[config.mk]
export PLATFORM = sky130hd
export DESIGN_NAME = ex_agu_arb
export DESIGN_NICKNAME = d
export VERILOG_FILES = /design/src/rtl/ex_agu_arb.sv
export SDC_FILE = /design/constraint.sdc
export NUM_CORES = 1
export LEC_CHECK = 0
export CORE_MARGIN = 10
export CORE_UTILIZATION = 25
export DETAILED_ROUTE_END_ITERATION = 10
export REMOVE_ABC_BUFFERS = 1
export SYNTH_ARGS = -nofsm -noshare
export SYNTH_HDL_FRONTEND = slang
export SYNTH_SLANG_ARGS = --single-unit
[constraint.sdc]
create_clock -name clock -period 6.02 [get_ports clock]
set_input_delay 1.806 -clock clock [delete_from_list [all_inputs] [get_ports clock]]
set_output_delay 1.806 -clock clock [all_outputs]
set_load 0.02 [all_outputs]
[src/rtl/ex_agu_arb.sv]
// Two-lane arbitrated scaled-index address generator (Rm + (Ri << scale)) with
// condition-code gating, a single-entry valid/ready output register and lane-B starvation guard.
module ex_agu_arb #(
  parameter int unsigned STARVE_MAX = 4
) (
  input  logic        clock,
  input  logic        reset,
  input  logic        reqValidA,
  input  logic        reqValidB,
  output logic        reqReadyA,
  output logic        reqReadyB,
  input  logic [31:0] regValRmA,
  input  logic [31:0] regValRmB,
  input  logic [31:0] regValRiA,
  input  logic [31:0] regValRiB,
  input  logic [8:0]  idUIxtA,
  input  logic [8:0]  idUIxtB,
  input  logic        srT,
  output logic        outValid,
  input  logic        outReady,
  output logic [31:0] outAddr,
  output logic [8:0]  outIxt,
  output logic        outSrc,
  output logic [3:0]  starveCnt
);

  typedef enum logic [1:0] {
    CC_AL = 2'b00,
    CC_NV = 2'b01,
    CC_CT = 2'b10,
    CC_CF = 2'b11
  } cc_e;

  localparam logic [3:0] STARVE_LIMIT = 4'(STARVE_MAX);

  logic        free;
  logic        grant_a;
  logic        grant_b;
  logic        accept;
  logic        gate_pass;
  cc_e         cc;
  logic [31:0] sel_rm;
  logic [31:0] sel_ri;
  logic [8:0]  sel_ixt;
  logic [31:0] addr;

  // NOTE: every always_comb output gets a default first so no path can infer a latch.
  always_comb begin
    free      = !outValid || outReady;
    grant_b   = reqValidB && (!reqValidA || (starveCnt == STARVE_LIMIT));
    grant_a   = reqValidA && !grant_b;
    // Readies stay low while reset is asserted so nothing is consumed and lost.
    reqReadyA = grant_a && free && !reset;
    reqReadyB = grant_b && free && !reset;
    accept    = (grant_a || grant_b) && free;

    sel_rm    = grant_b ? regValRmB : regValRmA;
    sel_ri    = grant_b ? regValRiB : regValRiA;
    sel_ixt   = grant_b ? idUIxtB   : idUIxtA;

    cc        = cc_e'(sel_ixt[7:6]);
    gate_pass = 1'b0;
    unique case (cc)
      CC_AL: gate_pass = 1'b1;
      CC_NV: gate_pass = 1'b0;
      CC_CT: gate_pass = srT;
      CC_CF: gate_pass = !srT;
    endcase

    // Shifted-out Ri bits and the carry out of bit 31 are simply discarded.
    addr = sel_rm + (sel_ri << sel_ixt[1:0]);
  end

  // NOTE: sequential state uses non-blocking assignments so all registers update together.
  always_ff @(posedge clock) begin
    if (reset) begin
      // NOTE: the data registers are reset too, because their reset value is observable.
      outValid  <= 1'b0;
      outAddr   <= '0;
      outIxt    <= '0;
      outSrc    <= 1'b0;
      starveCnt <= '0;
    end else if (free) begin
      if (accept && gate_pass) begin
        outValid <= 1'b1;
        outAddr  <= addr;
        outIxt   <= sel_ixt;
        outSrc   <= grant_b;
      end else begin
        outValid <= 1'b0;
      end

      // A gate-failed request still counts as a grant for fairness.
      if (grant_b || !reqValidB) begin
        starveCnt <= '0;
      end else if (grant_a && (starveCnt != STARVE_LIMIT)) begin
        starveCnt <= starveCnt + 4'd1;
      end
    end
  end

endmodule

; ---- Yosys cells after proc, flatten, opt, wreduce, memory -nomap -nowiden
; Cells that the tools add are included.
[classes]
n_addsub = 2
n_mul = 0
n_div = 0
magnitude_cmp = 0
n_eq_ne = 5
shift = 1
mux = 7
bitwise = 0
reduce_logical = 23
[ops]
columns = operator, count
row1 = $mux 32, 2
row2 = $add 32x32->32, 1
row3 = $shl 32x2->32, 1
row4 = $logic_and 1x1->1, 9
row5 = $mux 9, 1
row6 = $mux 4, 2
row7 = $logic_not 1->1, 6
row8 = $add 4x1->4 const B, 1
row9 = $eq 2x2->1 const B, 2
row10 = $eq 4x3->1 const B, 1
row11 = $logic_or 1x1->1, 4
row12 = $ne 4x3->1 const B, 1
row13 = $pmux 1 s4, 1
row14 = $reduce_and 2->1, 2
row15 = $eq 2x1->1 const B, 1
row16 = $logic_not 2->1, 1
row17 = $reduce_bool 2->1, 1
row18 = $mux 1, 1
[word_totals]
register_bits = 47
latchBits = 0
mem_bits_rw = 0
romBits = 0
output_inout_bits = 49
wordCells = 43
n_memories = 0

; ---- Longest topological paths before layout
; Gate-level depths: netlist of the first run.
[logic_depth]
depth_word = 9
depth_mapped = 19

; ---- Least setup slack after synthesis of the first run
; No wires, ideal clock.
[synth_path]
path_kind = input port to flip-flop
from = input port reqValidB
to = register outAddr[26]
arrival_time_ns = 5.569
t_required_ns = 5.946
path_slack_ns = 0.376
cell_stages = 14
path_buffers = 2
path_cell_list = a21bo_2 -> clkbuf_1 -> mux2i_1 -> buf_2 -> mux2i_1 -> ha_1 -> a21o_1 -> a221oi_2 -> o31ai_2 -> or4_4 -> a31oi_4 -> o31ai_1 -> a2111o_1 -> a31oi_1
[synth_between]
elab_chain_cells = 7
[synth_rtl]
columns = element, line_no
row1 = from (decl), 9  ; input logic reqValidB,
row2 = $logic_and 1x1->1 (*), 50  ; grant_b = reqValidB && (!reqValidA || (starveCnt == STARVE_LIMIT));
row3 = "parallel branches: the longest is 6 deep, another holds $add 32x32->32", -
row4 = to (signal assigned), 86  ; outAddr <= addr;
row5 = to (decl), 21  ; output logic [31:0] outAddr,
; Mark *: on every way between the ends.
; A chain may end at the register's enable or synchronous reset.

; ---- Worst setup path after layout of the first run
[layout_path]
from = input port reqValidA
to = register outAddr[26]
[layout_between]
elab_chain_cells = 9
[layout_rtl]
columns = element, line_no
row1 = from (decl), 8  ; input logic reqValidA,
row2 = "parallel branches: the longest is 9 deep, another holds $add 32x32->32", -
; Parallel ways; which one is timed is not known.

==> load_flow_metrics.sql, run 1 <==
INSERT INTO impl_metrics (metric_group, metric, value, unit) VALUES
('place', 'postPlaceCellArea', '0.007497', 'mm²'),
('timing', 'fmax', '178.7', 'MHz'),
('yosys', 'synth_commonest_cells', 'sky130_fd_sc_hd__nand2_1, sky130_fd_sc_hd__a21oi_1, sky130_fd_sc_hd__mux2i_1, sky130_fd_sc_hd__nor2_1, sky130_fd_sc_hd__dfxtp_1', ''),
('power', 'seqPwrFrac', '24.7', '%'),
('cells_and_area', 'layout.cells.non_filler', '1166', ''),
('cells_and_area', 'drive_gt1_share', '9.263', '%'),
('yosys', 'count_of_flip_flops_with_a_built_in_enable_after_synthesis', '0', ''),
('global_route', 'largest_net_degree_at_the_start_of_global_routing', '51', ''),
('timing', 'fin_crit_sh', '92.98', '%'),
('power', 'pwr-share-comb', '57.3', '%'),
('cells_and_area', 'fin_area', '0.007641', 'mm²'),
('die', 'number_of_rows_created_at_floorplan', '52', ''),
('place', 'place_ws', '0.1416', 'ns'),
('yosys', 'ys_seq_area_share', '18.49', '%'),
('worst_setup_path', 'reg2reg_setup_slack', '1.71', 'ns'),
('place', 'post-dp-hpwl', '16100', 'µm'),
('worst_hold_path', 'worstHoldEndpoint', 'outAddr[25]$_SDFFE_PP0P_', ''),
('route', 'met2RoutedLength', '8443', 'µm'),
('yosys', 'synth_flop_cell', 'sky130_fd_sc_hd__dfxtp_1', ''),
('yosys', 'synth_top_cell_area_share', '18.49', '%'),
('yosys', 'netlist_instances', '709', ''),
('yosys', 'synth_cell_types', '52', ''),
('worst_setup_path', 'critPathRequiredTime', '6.23', 'ns'),
('clock_network', 'clock_insertion_delay_worst_skew', '0.28', 'ns'),
('cells_and_area', 'fillerInstances', '2098', ''),
('yosys', 'synth-async-reset-ratio', '0', '%'),
('yosys', 'synthesis.area', '0.005087', 'mm²'),
('worst_setup_path', 'timing.rr.start', 'starveCnt[0]$_SDFFE_PP0P_', ''),
('route', 'drt-vias-per-instance', '4.768', ''),
('global_route', 'grt_first_pass_wirelength', '29950', 'µm'),
('yosys', 'synth-seq-cells', '47', ''),
('clock_network', 'cts_num_sinks', '47', ''),
('worst_setup_path', 'crit_path_cells', 'clkdlybuf4s50_1 > a21bo_2 > mux2i_4 > buf_4 > mux2i_1 > ha_1 > a21o_1 > a221oi_2 > o31ai_2 > or4_4 > a31oi_4 > o31ai_1 > a2111o_1 > a31oi_1', ''),
('worst_setup_path', 'worst-path-buf-inv', '2', ''),
('power', 'power.share.clock', '18.0', '%'),
('die', 'fp.coreArea', '0.02010', 'mm²'),
('worst_setup_path', 'worst_setup_path_end_kind', 'flip-flop', ''),
('worst_setup_path', 'worst_setup_path_start_kind', 'input pin', ''),
('timing', 'final.setup_skew', '0.004945', 'ns'),
('clock_network', 'postCtsHoldBufs', '0', ''),
('power', 'peakVddDrop', '0.0001180', 'V'),
('clock_network', 'cts.root.buffer_cell', 'sky130_fd_sc_hd__clkbuf_16', ''),
('global_route', 'grt_pass1_vias', '5643', ''),
('clock_network', 'postCtsSetupBuffers', '0', ''),
('timing', 'max_slew_violation_total_from_the_final_report', '0', ''),
('worst_setup_path', 'r2r_end', 'outAddr[26]$_SDFFE_PP0P_', ''),
('place', 'io_buffer_count', '200', ''),
('die', 'boundaryPins', '201', ''),
('worst_setup_path', 'ff2ff_path_depth', '16', ''),
('global_route', 'gr-usage-all-layers', '13.88', '%'),
('power', 'p_int', '944.5', 'µW'),
('worst_setup_path', 'crit_path_top_delay_cell', 'sky130_fd_sc_hd__clkdlybuf4s50_1', ''),
('route', 'drcViolationCount', '0', ''),
('cells_and_area', 'insertedDiodeCount', '0', ''),
('worst_setup_path', 'timing.critical_path.slowest_cell_delay', '0.58', 'ns'),
('worst_setup_path', 'path_delay_family', 'compound AO/OA/AOI/OAI gates', ''),
('die', 'fp.dieArea', '0.02646', 'mm²'),
('route', 'routedLengthMet1', '9127', 'µm'),
('timing', 'worst-slew-pin-transition', '0.7633', 'ns'),
('route', 'drt-total-wl', '19320', 'µm'),
('status', 'status', 'completed', ''),
('route', 'top_signal_layer_used', 'met3', ''),
('cells_and_area', 'design.final.nets', '1082', ''),
('yosys', 'ys_top_cells_by_area', 'sky130_fd_sc_hd__dfxtp_1, sky130_fd_sc_hd__nand2_1, sky130_fd_sc_hd__mux2i_1, sky130_fd_sc_hd__mux2_2, sky130_fd_sc_hd__ha_1', ''),
('timing', 'maxSlewHeadroom', '49.11', '%'),
('die', 'chipWidth', '162.7', 'µm'),
('power', 'power.density', '201.8', 'mW/mm²'),
('global_route', 'antenna_found_initial', '0', ''),
('timing', 'final-setup-viol-count', '0', ''),
('timing', 'hold_viol_final', '0', ''),
('route', 'postRouteAntennaNets', '0', '');
==> logic make-up (layout without fill, tap and decap cells) <==
logic type	after synthesis	in the layout	share of synthesized area, %
AND/OR/NAND/NOR	284	284	23.76
AO/OA/AOI/OAI	168	168	20.83
adder cells (fa/ha/maj)	34	34	8.510
flip-flops	47	47	18.49
buffers and inverters	53	240	3.935
XOR/XNOR	29	29	4.993
multiplexers	94	94	19.48
==> metrics by stage <==
stage | hold WS [ns] | setup TNS [ns] | power (µW) | utilization (%)
3_5_place_dp | 0.4456 | 0 | 1277 | 37.29
5_1_grt | 0.4708 | 0 | 1667 | 38.01
4_1_cts | 0.4526 | 0 | 1565 | 38.01
2_1_floorplan | 0.5241 | -83.90 | 908.4 | -
3_3_place_gp | 0.4399 | 0 | 1278 | 37.29
6_report | 0.4489 | 0 | 1542 | 38.01
==> flip-flops by register name, indices dropped and copies added (netlist names) <==
register,cells
outAddr,32
outIxt,9
starveCnt,4
outSrc,1
outValid,1
==> tightest hold or removal path: cells and delay by family (launching register included) <==
kind               cells  cell delay (ns)
AOI/OAI and AO/OA      1             0.05
DFF                    1             0.30
and+or+nand+nor        1             0.05
==> per-layer routing <==
layer	GRT usage, %	vias up
li1	-	2871
met4	0.2459	0
met3	5.207	0
met2	22.56	177
met1	18.12	2511
met5	0	-
==> final cells by class <==
class | count | area [µm²] | share of cell area, %
clock inverters | 1 | 5.005 | 0.06550
repair buffers | 223 | 2202 | 28.82
well taps | 270 | 337.8 | 4.421
clock buffers | 6 | 138.9 | 1.818
inverters | 10 | 37.54 | 0.4912
multi-input cells | 609 | 3979 | 52.07
flip-flops and latches | 47 | 940.9 | 12.31
==> worst max-delay path by stage <==
stage                     from                       end  slack (ns)  depth (start not counted)
floorplan            reqValidB  outAddr[26]$_SDFFE_PP0P_       -2.20                          6
global placement     reqValidB  outAddr[26]$_SDFFE_PP0P_        0.15                         15
detailed placement   reqValidB  outAddr[26]$_SDFFE_PP0P_        0.14                         15
CTS                  reqValidB  outAddr[26]$_SDFFE_PP0P_        0.44                         15
global route        idUIxtB[0]  outAddr[30]$_SDFFE_PP0P_        0.15                         16
finish               reqValidA  outAddr[26]$_SDFFE_PP0P_        0.42                         14
==> placed cells by master, fill, tap and decap left out, types with 2 or more instances in the layout <==
cell type and count:
sky130_fd_sc_hd__buf_12 3, sky130_fd_sc_hd__a311oi_1 7, sky130_fd_sc_hd__buf_2 2, sky130_fd_sc_hd__xnor2_1 18, sky130_fd_sc_hd__a211o_1 2, sky130_fd_sc_hd__o21a_1 7
sky130_fd_sc_hd__o31ai_1 3, sky130_fd_sc_hd__dfxtp_1 47, sky130_fd_sc_hd__and3_1 5, sky130_fd_sc_hd__ha_1 33, sky130_fd_sc_hd__nor3b_1 5, sky130_fd_sc_hd__a21o_1 8
sky130_fd_sc_hd__mux2i_1 53, sky130_fd_sc_hd__buf_4 20, sky130_fd_sc_hd__nor3_1 7, sky130_fd_sc_hd__o211ai_1 4, sky130_fd_sc_hd__o21bai_1 3, sky130_fd_sc_hd__nand3_1 9
sky130_fd_sc_hd__nor2b_1 7, sky130_fd_sc_hd__a21oi_1 69, sky130_fd_sc_hd__inv_1 10, sky130_fd_sc_hd__nand2b_1 3, sky130_fd_sc_hd__a31oi_1 4, sky130_fd_sc_hd__o21ai_0 33
sky130_fd_sc_hd__xor2_1 11, sky130_fd_sc_hd__clkdlybuf4s50_1 198, sky130_fd_sc_hd__a211oi_1 14, sky130_fd_sc_hd__nor4b_1 3, sky130_fd_sc_hd__a21bo_2 2, sky130_fd_sc_hd__clkbuf_16 5
sky130_fd_sc_hd__mux2_2 40, sky130_fd_sc_hd__and4_1 2, sky130_fd_sc_hd__nand2_1 181, sky130_fd_sc_hd__nor2_1 51, sky130_fd_sc_hd__nand4_1 5
==> power groups by stage <==
stage	Sequential (µW)	Combinational [µW]	Clock [µW]
floorplan	442	467	0
global placement	387	891	0
detailed placement	388	889	0
CTS	382	894	290
global route	387	977	303
finish	381	883	277
Note: power is estimated with default switching activity, not from simulation.
==> inputs of run 2 (changes only) <==
- CORE_MARGIN: 10 -> not set
==> run 2 against run 1 <==
  * Final cell count is 0.69% lower
  * Flip-flop and latch count did not move
  * Maximum frequency about the same
  * Total power rose by 2.1%
  * Largest cell class unchanged
  * Highest routed layer is now met4
==> load_flow_metrics.sql, run 2 (synthesis gave the netlist of run 1 again) <==
INSERT INTO impl_metrics (metric_group, metric, value, unit) VALUES
('worst_setup_path', 'worst-endpoint-arrival', '5.82', 'ns'),
('timing', 'finalWorstPathRequiredPeriod', '5.602', 'ns'),
('clock_network', 'cts_tree', 'yes', ''),
('power', 'power.density', '206.3', 'mW/mm²'),
('cells_and_area', 'largest_reg_flops', '32', ''),
('route', 'route.vias.total', '5485', ''),
('timing', 'fin_crit_sh', '93.05', '%'),
('timing', 'worst-slew-pin-transition', '0.8184', 'ns'),
('clock_network', 'cts_num_sinks', '47', ''),
('timing', 'postLayoutSetupSlackWorst', '0.4185', 'ns'),
('global_route', 'largest_net_degree_at_the_start_of_global_routing', '71', ''),
('global_route', 'grt_pass1_vias', '5374', ''),
('timing', 'grt_setup_unrepaired', 'no', ''),
('job', 'maxCapViolations', '0', ''),
('die', 'chipWidth', '144.7', 'µm'),
('power', 'seqPwrFrac', '24.3', '%'),
('clock_network', 'cts-resized-gates', '0', ''),
('die', 'start_util', '25.80', '%'),
('cells_and_area', 'multi_input_comb_area', '0.003979', 'mm²'),
('global_route', 'gr-usage-all-layers', '16.78', '%'),
('place', 'io_buffer_count', '200', ''),
('route', 'postRouteAntennaNets', '0', ''),
('route', 'drt-total-wl', '17410', 'µm'),
('route', 'drt-vias-per-instance', '4.737', ''),
('route', 'dr.first_iter.drc_count', '222', ''),
('timing', 'hold_viol_final', '0', ''),
('cells_and_area', 'most_common_library_cell_in_the_layout_ignoring_fill_and_taps', 'sky130_fd_sc_hd__clkdlybuf4s50_1', ''),
('clock_network', 'postCtsSetupBuffers', '0', ''),
('global_route', 'antenna_found_initial', '0', ''),
('cells_and_area', 'fillerInstances', '2044', ''),
('worst_setup_path', 'setup.worst_path.class', 'input pin to flip-flop', ''),
('cells_and_area', 'biggestRegsByFlops', 'outAddr (32), outIxt (9), starveCnt (4)', ''),
('route', 'met2RoutedLength', '7967', 'µm'),
('clock_network', 'cts.root.buffer_cell', 'sky130_fd_sc_hd__clkbuf_16', ''),
('place', 'placed_cells_incl_taps', '1151', ''),
('clock_network', 'cts_buffers', '5', ''),
('global_route', 'grt_first_pass_wirelength', '27410', 'µm'),
('timing', 'final.setup_skew', '0.003872', 'ns'),
('place', 'post-dp-hpwl', '14230', 'µm'),
('cells_and_area', 'layout-area-overhead-vs-synth', '50.00', '%'),
('clock_network', 'clock_insertion_delay_worst_skew', '0.29', 'ns'),
('route', 'routedLengthMet1', '7991', 'µm'),
('route', 'detail_route.first_pass.iterations', '4', ''),
('global_route', 'globalRouteOverflowTotal', '0', ''),
('worst_hold_path', 'whs_path_depth', '2', ''),
('worst_setup_path', 'critPathRequiredTime', '6.24', 'ns'),
('clock_network', 'htreeDepth', '2', ''),
('cells_and_area', 'seq_area', '940.9', 'µm²'),
('route', 'routed-wl-met3', '1414', 'µm'),
('power', 'power.share.switching', '38.17', '%'),
('timing', 'final-setup-viol-count', '0', ''),
('power', 'total_switching_power', '601.0', 'µW'),
('worst_setup_path', 'worst_setup_path_start_kind', 'input pin', ''),
('place', 'gpl.final_weighted_congestion', '0.8096', ''),
('cells_and_area', 'layout.cells.non_filler', '1158', ''),
('power', 'peakVddDrop', '0.0001213', 'V'),
('power', 'pwr-share-comb', '55.7', '%'),
('route', 'drcViolationCount', '0', ''),
('power', 'p_int', '973.4', 'µW'),
('cells_and_area', 'insertedDiodeCount', '0', ''),
('timing', 'fmax', '178.5', 'MHz'),
('die', 'fp.coreArea', '0.01972', 'mm²'),
('timing', 'fin_tns_setup', '0', 'ns'),
('status', 'status', 'completed', ''),
('worst_setup_path', 'ff2ff_path_depth', '16', ''),
('timing', 'max_slew_violation_total_from_the_final_report', '0', ''),
('worst_setup_path', 'worst_setup_path_end_kind', 'flip-flop', ''),
('place', 'place_ws', '0.1365', 'ns'),
('die', 'fp.dieArea', '0.02092', 'mm²'),
('cells_and_area', 'top_register_by_number_of_flip_flops', 'outAddr', ''),
('clock_network', 'postCtsHoldBufs', '0', ''),
('worst_hold_path', 'hold_path_class', 'flip-flop to flip-flop', ''),
('die', 'dieHeight', '144.7', 'µm'),
('cells_and_area', 'design.final.nets', '1079', ''),
('route', 'detail_routed_net_length_per_standard_cell', '15.03', 'µm'),
('cells_and_area', 'mostFrequentLayoutCells', 'sky130_fd_sc_hd__clkdlybuf4s50_1, sky130_fd_sc_hd__nand2_1, sky130_fd_sc_hd__a21oi_1', ''),
('worst_setup_path', 'timing.critical_path.fanout_max', '6', ''),
('timing', 'tightest_hold_margin', '0.4498', 'ns'),
('route', 'top_signal_layer_used', 'met4', ''),
('die', 'number_of_rows_created_at_floorplan', '51', ''),
('clock_network', 'clk_pin_slew', '0.07', 'ns'),
('cells_and_area', 'drive_gt1_share', '8.959', '%'),
('timing', 'maxSlewHeadroom', '45.44', '%'),
('die', 'boundaryPins', '201', ''),
('worst_setup_path', 'reg2reg_setup_slack', '1.63', 'ns'),
('power', 'leakage', '0.003183', 'µW'),
('clock_network', 'cts_max_path_buffers', '2', ''),
('power', 'power.share.clock', '20.0', '%');
==> run 2: through the flow <==
stage | power, µW | cell area, µm² | utilization, %
2_1_floorplan | 908.4 | 4925 | -
3_3_place_gp | 1267 | 7468 | 37.88
3_5_place_dp | 1271 | 7468 | 37.88
4_1_cts | 1598 | 7631 | 38.70
5_1_grt | 1704 | 7631 | 38.70
6_report | 1574 | 7631 | 38.70
==> run 2: critical path: stages <==
cell,delay (ns)
sky130_fd_sc_hd__clkdlybuf4s50_1,0.47
sky130_fd_sc_hd__a21bo_2,0.29
sky130_fd_sc_hd__mux2i_4,0.42
sky130_fd_sc_hd__buf_4,0.24
sky130_fd_sc_hd__mux2i_1,0.20
sky130_fd_sc_hd__ha_1,0.30
sky130_fd_sc_hd__a21o_1,0.19
sky130_fd_sc_hd__a221oi_2,0.37
sky130_fd_sc_hd__o31ai_2,0.17
sky130_fd_sc_hd__or4_4,0.45
sky130_fd_sc_hd__a31oi_4,0.23
sky130_fd_sc_hd__o31ai_1,0.13
sky130_fd_sc_hd__a2111o_1,0.42
sky130_fd_sc_hd__a31oi_1,0.12
==> run 2: power by group through the flow <==
stage	sequential, µW	combinational (µW)	clock (µW)
after detailed placement	389	882	0
after floorplan	442	467	0
after global placement	389	878	0
after global routing	388	970	346
after CTS	383	886	329
final	383	877	315
==> run 2: cell type report <==
class                      instances  area share, %
timing repair buffer             220          28.56
clock inverter                     2         0.4919
tap                              265          4.345
multi-input combinational        609          52.14
sequential                        47          12.33
inverter                          10         0.4919
clock buffer                       5          1.640
==> run 2: path summary, 6_finish.rpt <==
kind                                  start                        to
setup / recovery                  reqValidB  outAddr[26]$_SDFFE_PP0P_
hold / removal     outAddr[18]$_SDFFE_PP0P_  outAddr[18]$_SDFFE_PP0P_
setup reg to reg  starveCnt[0]$_SDFFE_PP0P_  outAddr[26]$_SDFFE_PP0P_
hold reg to reg    outAddr[18]$_SDFFE_PP0P_  outAddr[18]$_SDFFE_PP0P_
==> run 2: routing by layer <==
layer | GRT usage (%) | vias to the layer above
met2 | 29.40 | 165
met4 | 1.274 | 0
li1 | - | 2879
met5 | 0 | -
met1 | 21.32 | 2436
met3 | 4.311 | 5
==> inputs of run 3 (changes only) <==
--- a/config.mk
+++ b/config.mk
@@ -9,2 +9,3 @@
 export DETAILED_ROUTE_END_ITERATION = 10
+export PLACE_DENSITY = 0.52
 export REMOVE_ABC_BUFFERS = 1
==> constraint.sdc (replaced) <==
create_clock -name clock -period 6.02 [get_ports clock]
set_input_delay 0.903 -clock clock [delete_from_list [all_inputs] [get_ports clock]]
set_output_delay 0.903 -clock clock [all_outputs]
set_load 0.02 [all_outputs]
==> run 3 against run 2 <==
  * Final cell count is 0.60% lower
  * Setup slack better by 0.74 ns
  * Sequential power about the same
  * Non-clock buffer count shrank 8
  * Die area unchanged
  * Critical path depth decreased by 1
  * Sequential share of layout area is 0.12 points higher
  * Utilization fell by 0.37 points
  * Total power up 0.52%
==> load_flow_metrics.sql, run 3 (synthesis gave the netlist of run 1 again) <==
INSERT INTO impl_metrics (metric_group, metric, value, unit) VALUES
('status', 'status', 'completed', ''),
('cells_and_area', 'drive_gt1_share', '8.239', '%'),
('power', 'power.share.switching', '38.37', '%'),
('global_route', 'largest_net_degree_at_the_start_of_global_routing', '50', ''),
('die', 'number_of_rows_created_at_floorplan', '51', ''),
('cells_and_area', 'largest_reg_flops', '32', ''),
('route', 'dr.first_iter.drc_count', '170', ''),
('clock_network', 'postCtsSetupBuffers', '0', ''),
('worst_hold_path', 'worstHoldEndpoint', 'outAddr[19]$_SDFFE_PP0P_', ''),
('job', 'maxCapViolations', '0', ''),
('place', 'io_buffer_count', '200', ''),
('clock_network', 'clk_pin_slew', '0.07', 'ns'),
('place', 'postPlaceCellArea', '0.007383', 'mm²'),
('global_route', 'antenna_found_initial', '0', ''),
('timing', 'grt_setup_unrepaired', 'no', ''),
('timing', 'fmax', '205.9', 'MHz'),
('global_route', 'gr-usage-all-layers', '16.51', '%'),
('cells_and_area', 'layout-area-overhead-vs-synth', '48.55', '%'),
('timing', 'finalWorstPathRequiredPeriod', '4.857', 'ns'),
('route', 'postRouteAntennaNets', '0', ''),
('die', 'fp.dieArea', '0.02092', 'mm²'),
('global_route', 'grt_first_pass_wirelength', '26900', 'µm'),
('clock_network', 'clock_insertion_delay_worst_skew', '0.29', 'ns'),
('worst_setup_path', 'timing.rr.start', 'starveCnt[0]$_SDFFE_PP0P_', ''),
('worst_setup_path', 'worst_setup_path_end_kind', 'flip-flop', ''),
('cells_and_area', 'biggestRegsByFlops', 'outAddr (32), outIxt (9), starveCnt (4)', ''),
('power', 'peakVddDrop', '0.00008334', 'V'),
('die', 'boundaryPins', '201', ''),
('clock_network', 'cts_num_sinks', '47', ''),
('timing', 'max_slew_violation_total_from_the_final_report', '0', ''),
('power', 'seqPwrFrac', '24.3', '%'),
('cells_and_area', 'mostFrequentLayoutCells', 'sky130_fd_sc_hd__clkdlybuf4s50_1, sky130_fd_sc_hd__nand2_1, sky130_fd_sc_hd__a21oi_1', ''),
('cells_and_area', 'fin_area', '0.007557', 'mm²'),
('clock_network', 'cts-resized-gates', '0', ''),
('route', 'drcViolationCount', '0', ''),
('power', 'p_int', '975.3', 'µW'),
('timing', 'final-setup-viol-count', '0', ''),
('clock_network', 'postCtsHoldBufs', '0', ''),
('clock_network', 'cts_buffers', '5', ''),
('worst_setup_path', 'r2r_end', 'outAddr[26]$_SDFFE_PP0P_', ''),
('worst_hold_path', 'hold_path_class', 'flip-flop to flip-flop', ''),
('timing', 'postLayoutSetupSlackWorst', '1.163', 'ns'),
('clock_network', 'cts_max_path_buffers', '2', ''),
('clock_network', 'cts.root.buffer_cell', 'sky130_fd_sc_hd__clkbuf_16', ''),
('route', 'detail_routed_net_length_per_standard_cell', '15.24', 'µm'),
('power', 'leakage', '0.003145', 'µW'),
('die', 'fp.coreArea', '0.01972', 'mm²'),
('worst_setup_path', 'setup.worst_path.class', 'input pin to flip-flop', ''),
('cells_and_area', 'top_register_by_number_of_flip_flops', 'outAddr', ''),
('route', 'drt-total-wl', '17540', 'µm'),
('clock_network', 'cts_tree', 'yes', ''),
('die', 'chipWidth', '144.7', 'µm'),
('place', 'gpl.final_weighted_congestion', '0.8528', ''),
('die', 'start_util', '25.80', '%'),
('cells_and_area', 'insertedDiodeCount', '0', ''),
('worst_setup_path', 'worst_setup_path_start_kind', 'input pin', ''),
('timing', 'hold_viol_final', '0', ''),
('power', 'total_switching_power', '607.3', 'µW'),
('place', 'post-dp-hpwl', '14230', 'µm'),
('worst_setup_path', 'worst-endpoint-arrival', '5.07', 'ns'),
('worst_setup_path', 'timing.critical_path.fanout_max', '27', ''),
('cells_and_area', 'design.final.nets', '1071', ''),
('worst_setup_path', 'ff2ff_path_depth', '15', ''),
('global_route', 'globalRouteOverflowTotal', '0', ''),
('timing', 'maxSlewHeadroom', '35.67', '%'),
('route', 'route.vias.total', '5432', ''),
('power', 'power.density', '209.4', 'mW/mm²'),
('power', 'power.share.clock', '21.2', '%'),
('place', 'place_ws', '0.8753', 'ns'),
('route', 'drt-vias-per-instance', '4.719', ''),
('die', 'dieHeight', '144.7', 'µm'),
('global_route', 'grt_pass1_vias', '5227', ''),
('cells_and_area', 'most_common_library_cell_in_the_layout_ignoring_fill_and_taps', 'sky130_fd_sc_hd__clkdlybuf4s50_1', ''),
('timing', 'fin_crit_sh', '80.68', '%'),
('worst_hold_path', 'hold_path.startpoint', 'outAddr[19]$_SDFFE_PP0P_', ''),
('timing', 'worst-slew-pin-transition', '0.9649', 'ns'),
('clock_network', 'htreeDepth', '2', ''),
('worst_setup_path', 'reg2reg_setup_slack', '1.54', 'ns'),
('timing', 'final.setup_skew', '0.008947', 'ns'),
('power', 'pwr-share-comb', '54.5', '%'),
('worst_hold_path', 'whs_path_depth', '2', ''),
('worst_setup_path', 'critPathRequiredTime', '6.23', 'ns'),
('route', 'detail_route.first_pass.iterations', '4', '');
run 3: changes by cell type in the layout (fill, tap and decap cells not counted):
cell / delta
sky130_fd_sc_hd__buf_12: -2
sky130_fd_sc_hd__buf_4: -6
sky130_fd_sc_hd__clkbuf_8: +1
sky130_fd_sc_hd__clkinvlp_4: -1
sky130_fd_sc_hd__clkinv_2: +1
run 3: layout make-up:
class	count	area [µm²]
clock buffers	6	138.9
fillers	2099	12160
well taps	265	331.6
clock inverters	2	35.03
multi-input cells	609	3979
inverters	10	37.54
repair buffers	212	2095
flip-flops and latches	47	940.9
run 3: routing by layer:
layer / GRT usage, % / part of all wire (%) / up-vias
li1: - / - / 2862
met1: 21.04 / 47 / 2398
met2: 29.28 / 46 / 166
met3: 3.488 / 6.8 / 6
met4: 1.607 / 0.32 / 0
met5: 0 / 0 / -
run 3: worst max-delay path by stage:
stage               from                  endpoint  slack, ns  cells after the start
6_report       reqValidA  outAddr[26]$_SDFFE_PP0P_       1.16                     13
2_1_floorplan  reqValidB  outAddr[26]$_SDFFE_PP0P_      -1.30                      6
3_3_place_gp   reqValidB  outAddr[26]$_SDFFE_PP0P_       0.91                     15
5_1_grt        reqValidA  outAddr[17]$_SDFFE_PP0P_       0.82                     14
3_5_place_dp   reqValidA  outAddr[26]$_SDFFE_PP0P_       0.88                     13
4_1_cts        reqValidA  outAddr[26]$_SDFFE_PP0P_       1.16                     13
run 3: stage by stage:
step                instances  hold WS [ns]  utilization, %  power, µW  TNS, ns
floorplan                 666        0.5241               -      908.4   -45.45
global placement         1143        0.4401           37.45       1264        0
detailed placement       1143        0.4468           37.45       1260        0
CTS                      1151        0.4560           38.33       1603        0
global route             1151        0.4758           38.33       1703        0
finish                   1151        0.4521           38.33       1583        0
run 3: critical path: stages:
cell and delay [ns]:
sky130_fd_sc_hd__clkdlybuf4s50_1 0.59, sky130_fd_sc_hd__a21bo_2 0.26, sky130_fd_sc_hd__mux2i_4 0.45, sky130_fd_sc_hd__buf_4 0.42
sky130_fd_sc_hd__mux2i_1 0.23, sky130_fd_sc_hd__ha_1 0.34, sky130_fd_sc_hd__a21oi_1 0.22, sky130_fd_sc_hd__o21ai_0 0.19
sky130_fd_sc_hd__or4_4 0.56, sky130_fd_sc_hd__a31oi_4 0.23, sky130_fd_sc_hd__o31ai_1 0.12, sky130_fd_sc_hd__a2111o_1 0.42
sky130_fd_sc_hd__a31oi_1 0.13
run 3: power groups by stage:
| stage | combinational (µW) | sequential (µW) | clock [µW] |
|---|---|---|---|
| after CTS | 875 | 385 | 343 |
| after global routing | 956 | 391 | 356 |
| after detailed placement | 869 | 391 | 0 |
| final | 862 | 385 | 335 |
| after floorplan | 467 | 442 | 0 |
| after global placement | 872 | 392 | 0 |
